$ cat config.mk
export PLATFORM = sky130hd
export DESIGN_NAME = stream_demux8
export DESIGN_NICKNAME = d
export VERILOG_FILES = /design/src/rtl/demux_pkg.sv /design/src/rtl/demux_slot.sv /design/src/rtl/stream_demux8.sv
export SDC_FILE = /design/constraint.sdc
export NUM_CORES = 1
export LEC_CHECK = 0
export BUFFER_PORTS_ARGS = -buffer_cell sky130_fd_sc_hd__buf_4
export CORE_ASPECT_RATIO = 1.1
export CORE_MARGIN = 2
export CORE_UTILIZATION = 46
export CTS_CLUSTER_DIAMETER = 200
export CTS_CLUSTER_SIZE = 20
export DETAILED_ROUTE_END_ITERATION = 10
export PLACE_DENSITY = 0.73
export SETUP_SLACK_MARGIN = 0.1
export SYNTH_ARGS = -nofsm -noshare
export SYNTH_HDL_FRONTEND = slang
export SYNTH_SLANG_ARGS = --single-unit
export TNS_END_PERCENT = 20
$ cat constraint.sdc
create_clock -name clk -period 2.6 [get_ports clk]
set_input_delay 0.52 -clock clk [delete_from_list [all_inputs] [get_ports clk]]
set_output_delay 0.52 -clock clk [all_outputs]
set_load 0.03 [all_outputs]
$ cat src/rtl/demux_pkg.sv
// Shared definitions for the 1-to-8 stream demultiplexer: channel count,
// select width, the slot state encoding and the channel-select decoder.
package demux_pkg;

  localparam int N_OUT = 8;
  localparam int SEL_W = 3;

  typedef enum logic {
    SLOT_EMPTY = 1'b0,
    SLOT_FULL  = 1'b1
  } slot_state_e;

  function automatic logic [N_OUT-1:0] onehot8(input logic [SEL_W-1:0] sel);
    logic [N_OUT-1:0] oh;
    oh      = {N_OUT{1'b0}};
    oh[sel] = 1'b1;
    return oh;
  endfunction

endpackage

$ cat src/rtl/demux_slot.sv
// One-entry registered holding slot for a single output channel.
// A load while full is only legal together with a drain, so the slot refills without a bubble.
module demux_slot
  import demux_pkg::*;
#(
  parameter int WIDTH = 32
) (
  input  logic             clk,
  input  logic             rst,
  input  logic             load,
  input  logic             drain,
  input  logic [WIDTH-1:0] d,
  output logic             valid,
  output logic [WIDTH-1:0] q
);

  slot_state_e      state_q, state_d;
  logic [WIDTH-1:0] data_q, data_d;

  // Next-state and next-data selection for the EMPTY/FULL slot
  always_comb begin
    state_d = state_q;
    data_d  = data_q;
    case (state_q)
      SLOT_EMPTY: begin
        if (load) begin
          state_d = SLOT_FULL;
          data_d  = d;
        end else begin
          state_d = SLOT_EMPTY;
        end
      end
      SLOT_FULL: begin
        if (load) begin
          state_d = SLOT_FULL;
          data_d  = d;
        end else if (drain) begin
          state_d = SLOT_EMPTY;
        end else begin
          state_d = SLOT_FULL;
        end
      end
      default: begin
        state_d = SLOT_EMPTY;
      end
    endcase
  end

  // Slot state and payload registers
  always_ff @(posedge clk) begin
    if (rst) begin
      state_q <= SLOT_EMPTY;
      data_q  <= {WIDTH{1'b0}};
    end else begin
      state_q <= state_d;
      data_q  <= data_d;
    end
  end

  assign valid = (state_q == SLOT_FULL);
  assign q     = data_q;

endmodule

$ cat src/rtl/stream_demux8.sv
// 1-to-8 valid/ready stream demultiplexer: each beat goes to the channel named by
// in_sel and is held in that channel's registered slot (1-cycle latency).
module stream_demux8
  import demux_pkg::*;
#(
  parameter int WIDTH = 32,
  parameter int CNT_W = 16
) (
  input  logic                   clk,
  input  logic                   rst,
  input  logic                   in_valid,
  output logic                   in_ready,
  input  logic [SEL_W-1:0]       in_sel,
  input  logic [WIDTH-1:0]       in_data,
  output logic [N_OUT-1:0]       out_valid,
  input  logic [N_OUT-1:0]       out_ready,
  output logic [N_OUT*WIDTH-1:0] out_data,
  output logic [CNT_W-1:0]       accept_cnt
);

  logic [N_OUT-1:0] slot_valid_s;
  logic [N_OUT-1:0] sel_oh_s;
  logic [N_OUT-1:0] load_s;
  logic [N_OUT-1:0] drain_s;
  logic             acc_s;
  logic [CNT_W-1:0] cnt_q, cnt_d;

  // Slots still hold their old flags during the reset cycle; hide them until cleared.
  assign out_valid = slot_valid_s & {N_OUT{~rst}};
  assign in_ready  = ~rst & (~out_valid[in_sel] | out_ready[in_sel]);
  assign acc_s     = in_valid & in_ready;
  assign sel_oh_s  = onehot8(in_sel);
  assign load_s    = sel_oh_s & {N_OUT{acc_s}};
  assign drain_s   = out_valid & out_ready;

  for (genvar k = 0; k < N_OUT; k++) begin : g_slot
    demux_slot #(
      .WIDTH(WIDTH)
    ) u_slot (
      .clk  (clk),
      .rst  (rst),
      .load (load_s[k]),
      .drain(drain_s[k]),
      .d    (in_data),
      .valid(slot_valid_s[k]),
      .q    (out_data[k*WIDTH +: WIDTH])
    );
  end

  // Accepted-beat counter next value, wrapping naturally at 2^CNT_W
  always_comb begin
    cnt_d = cnt_q;
    if (acc_s) begin
      cnt_d = cnt_q + {{(CNT_W-1){1'b0}}, 1'b1};
    end else begin
      cnt_d = cnt_q;
    end
  end

  // Accepted-beat counter register
  always_ff @(posedge clk) begin
    if (rst) begin
      cnt_q <= {CNT_W{1'b0}};
    end else begin
      cnt_q <= cnt_d;
    end
  end

  assign accept_cnt = cnt_q;

endmodule
==> impl_metrics.tcl <==
set metrics [dict create \
    outcome "finished clean" \
    clock-sinks 280 \
    holdWs_ps 328 \
    worst_setup_hold_path_clk_slew_ps 80 \
    routed_via_density 5.08 \
    maxUsedRoutingLayer "met4" \
    required_ps 2080 \
    worstPathBufferInverterCount 1 \
    grt_start_max_net_pins 135 \
    timing.critical_path.arrival_ps 1870 \
    synth-seq-cells 280 \
    cts_htree_levels 1 \
    synthMostInstantiatedCell "dfxtp_1" \
    die_w_um 150 \
    power-per-cell-area_nw_per_um2 550 \
    number_of_global_route_vias_before_repair 7524 \
    numCtsBuffers 17 \
    grt_antenna_before_repair 0 \
    ctsLongestPathBuffers 3 \
    critPathSlowestCell "mux4_2" \
    fmax_mhz 419 \
    regToRegStartpoint "g_slot[4].u_slot.valid$_SDFF_PP0_" \
    yosys.area_share.xor_xnor_pct 0.163 \
    final.min_clock_period_ps 2390 \
    synth_top_area_share_pct 52.3 \
    hp-start "out_ready[5]" \
    final_hold_viol_count 0 \
    antenna_cells 0 \
    max_slew.worst_pin.slew_ps 1000 \
    path_class "flop to primary output" \
    drc_errors 0 \
    rsz0062_at_grt "no" \
    routedWlPerCell_um 17.8 \
    global_route_wire_length_before_repair_um 42800 \
    grt_use_total_pct 22.0 \
    path_max_fanout 4 \
    drt_first_pass_iters 4 \
    fin_worst_skew_ps 6.94 \
    synth.distinct_cells 41 \
    dominant_combinational_cell_family_by_area_after_synthesis "multiplexers" \
    clk_latency_ps 490 \
    core_area_sq_um 22900 \
    largest_area_contributor_in_the_netlist "dfxtp_1" \
    synth-simple-area-share_pct 12.3 \
    synthTopCellsByCount "dfxtp_1, nor2_1, mux2i_1" \
    yosysWarnings 0 \
    synth_area_in_compound_gates_pct 4.11 \
    die-height_um 164 \
    setup_tns_ps 0 \
    synthTopCellsByArea "dfxtp_1, mux2i_1, nor2_1, buf_6, clkbuf_1" \
    yosys.area_share.adder_pct 0.117 \
    seq_area_frac_synth_pct 52.3 \
    synthesis.area_sq_um 10700 \
    port_buffers 326 \
    clock_tree_from_tritoncts "built" \
    list_of_cells_traversed_by_the_critical_path "mux4_2, and2b_2, nor3_2, nor2_1, buf_4" \
    synth.mux.area_fraction_pct 25.5 \
    design.final.nets 1339 \
    timing_max_transition_violations_final 0 \
    layout-drive-gt1-share_pct 29.8 \
    synth_area_per_cell_sq_um 10.5 \
    async_reset_ff_share_pct 0 \
    global_route.overflow_total 0 \
    worst_ir_drop_vdd_mv 0.484 \
    row_count 58 \
    timing.critical_path.to_type "primary output" \
    place_hpwl_um 19600 \
    worstSetupStartpointType "flop" \
    worst_setup_path_startpoint "g_slot[5].u_slot.valid$_SDFF_PP0_" \
    routedLengthMet1_um 11900 \
    max_slew_margin_pct 33.2 \
    detailedRoute.firstIterationViolations 289 \
    cap_violations 0 \
    finalCritPeriodShare_pct 91.8 \
    cp_slowest_stage_delay_ps 460 \
    finalWirelength_um 28400 \
    post_cts_hold_buffer_count 0 \
    worst_hold_path_type "input pin to flop" \
    synth_enable_flop_cells 0 \
    finalSetupViolCount 0 \
    cell_count_after_synthesis 1019 \
    dr_total_vias 8085 \
    synthesis.nets 1066 \
    final_antenna_net_count 0 \
    detailroute.wirelength.met3_um 2010 \
    postSynth.topFlopCell "dfxtp_1" \
    areaGrowthSynthToFinish_pct 28.5 \
    clk_root_buffer_cell "clkbuf_16" \
    total_leakage_power_uw 0.00555 \
    crit_family "multiplexers" \
    num_io_pins 327 \
    initial_core_util_pct 46.9 \
    floorplan.die_area_sq_um 24500 \
    detailroute.wirelength.met2_um 14000 \
    finalWeightedCongestion 0.810 \
]
## cell usage in the layout (no fill, tap or decap), types with 2 or more instances in the layout
| master | netlist | routed |
|---|---|---|
| a21o_1 | 9 | 9 |
| a21oi_1 | 11 | 11 |
| a31oi_4 | 8 | 8 |
| and4_1 | 2 | 2 |
| buf_12 | 0 | 13 |
| buf_4 | 2 | 335 |
| clkbuf_16 | 0 | 17 |
| dfxtp_1 | 280 | 280 |
| inv_1 | 11 | 11 |
| mux2_2 | 2 | 2 |
| mux2i_1 | 259 | 259 |
| mux4_2 | 4 | 4 |
| nand2_1 | 12 | 12 |
| nand3_1 | 7 | 7 |
| nand4_1 | 4 | 4 |
| nor2_1 | 262 | 262 |
| nor2b_1 | 11 | 11 |
| nor3b_1 | 2 | 2 |
| nor4_1 | 2 | 2 |
| o21ai_0 | 3 | 3 |
| o31a_1 | 2 | 2 |
| o31ai_1 | 7 | 6 |
| or3_1 | 3 | 3 |
| or4_1 | 5 | 5 |
| xnor2_1 | 2 | 2 |
## path summary, 6_finish.rpt
path / endpoint / slack [ps] / cells after the start
worst max-delay path: in_ready / 210 / 5
worst min-delay path: g_slot[5].u_slot.valid$_SDFF_PP0_ / 330 / 3
worst max register to register: g_slot[7].u_slot.q[19]$_SDFFE_PP0P_ / 480 / 6
worst min register to register: accept_cnt[15]$_SDFFE_PP0P_ / 490 / 2
## metal layers
layer  up-vias  global-route usage [%]
li1       3936                       -
met5         -                       0
met2       239                    38.3
met1      3872                    27.4
met4         0                    5.15
met3        38                    5.25
## layout make-up
type / instances / area, sq um
Sequential cell: 280 / 5610
Clock buffer: 17 / 425
Clock inverter: 1 / 8.76
Inverter: 11 / 41.3
Tap cell: 300 / 375
Multi-Input combinational cell: 633 / 4530
Timing Repair Buffer: 349 / 2790
Fill cell: 1940 / 9080
## state kept, by name (all words and copies together), names as in the netlist
register             flops
g_slot.u_slot.q        256
accept_cnt              16
g_slot.u_slot.valid      8
## per-stage QoR
step	instances	total power, uW	util (%)	setup slack, ps	instance area, sq um
after CTS	1591	7660	60.3	150	13800
after detailed placement	1573	5150	58.4	59.1	13300
final	1591	7570	60.3	213	13800
after global placement	1573	5140	58.4	98.1	13300
after floorplan	1019	4910	-	188	10700
after global routing	1591	7870	60.3	129	13800
## worst register-to-register path, stage by stage, from the launching register on
cell,delay (ps)
dfxtp_1,350
mux2i_1,130
a221oi_4,780
a31oi_4,240
buf_12,230
mux2i_1,170
nor2_1,60
## kinds of logic after synthesis
family / Yosys count
simple gates: 319
flops: 280
mux: 266
buf+inv: 106
compound gates: 45
xor+xnor: 2
fa+ha+maj: 1
## power breakdown
part | internal (uW) | leakage [uW] | switching, uW
Sequential | 4340 | 0.00226 | 34.2
Combinational | 242 | 0.00308 | 428
Clock | 1180 | 0.000214 | 1350
## timing repair
action	4_1_cts	5_1_grt
gates resized for setup	0	2
setup buffers	0	0
setup endpoints to repair	0	1
Note: power is estimated with default switching activity, not from simulation.
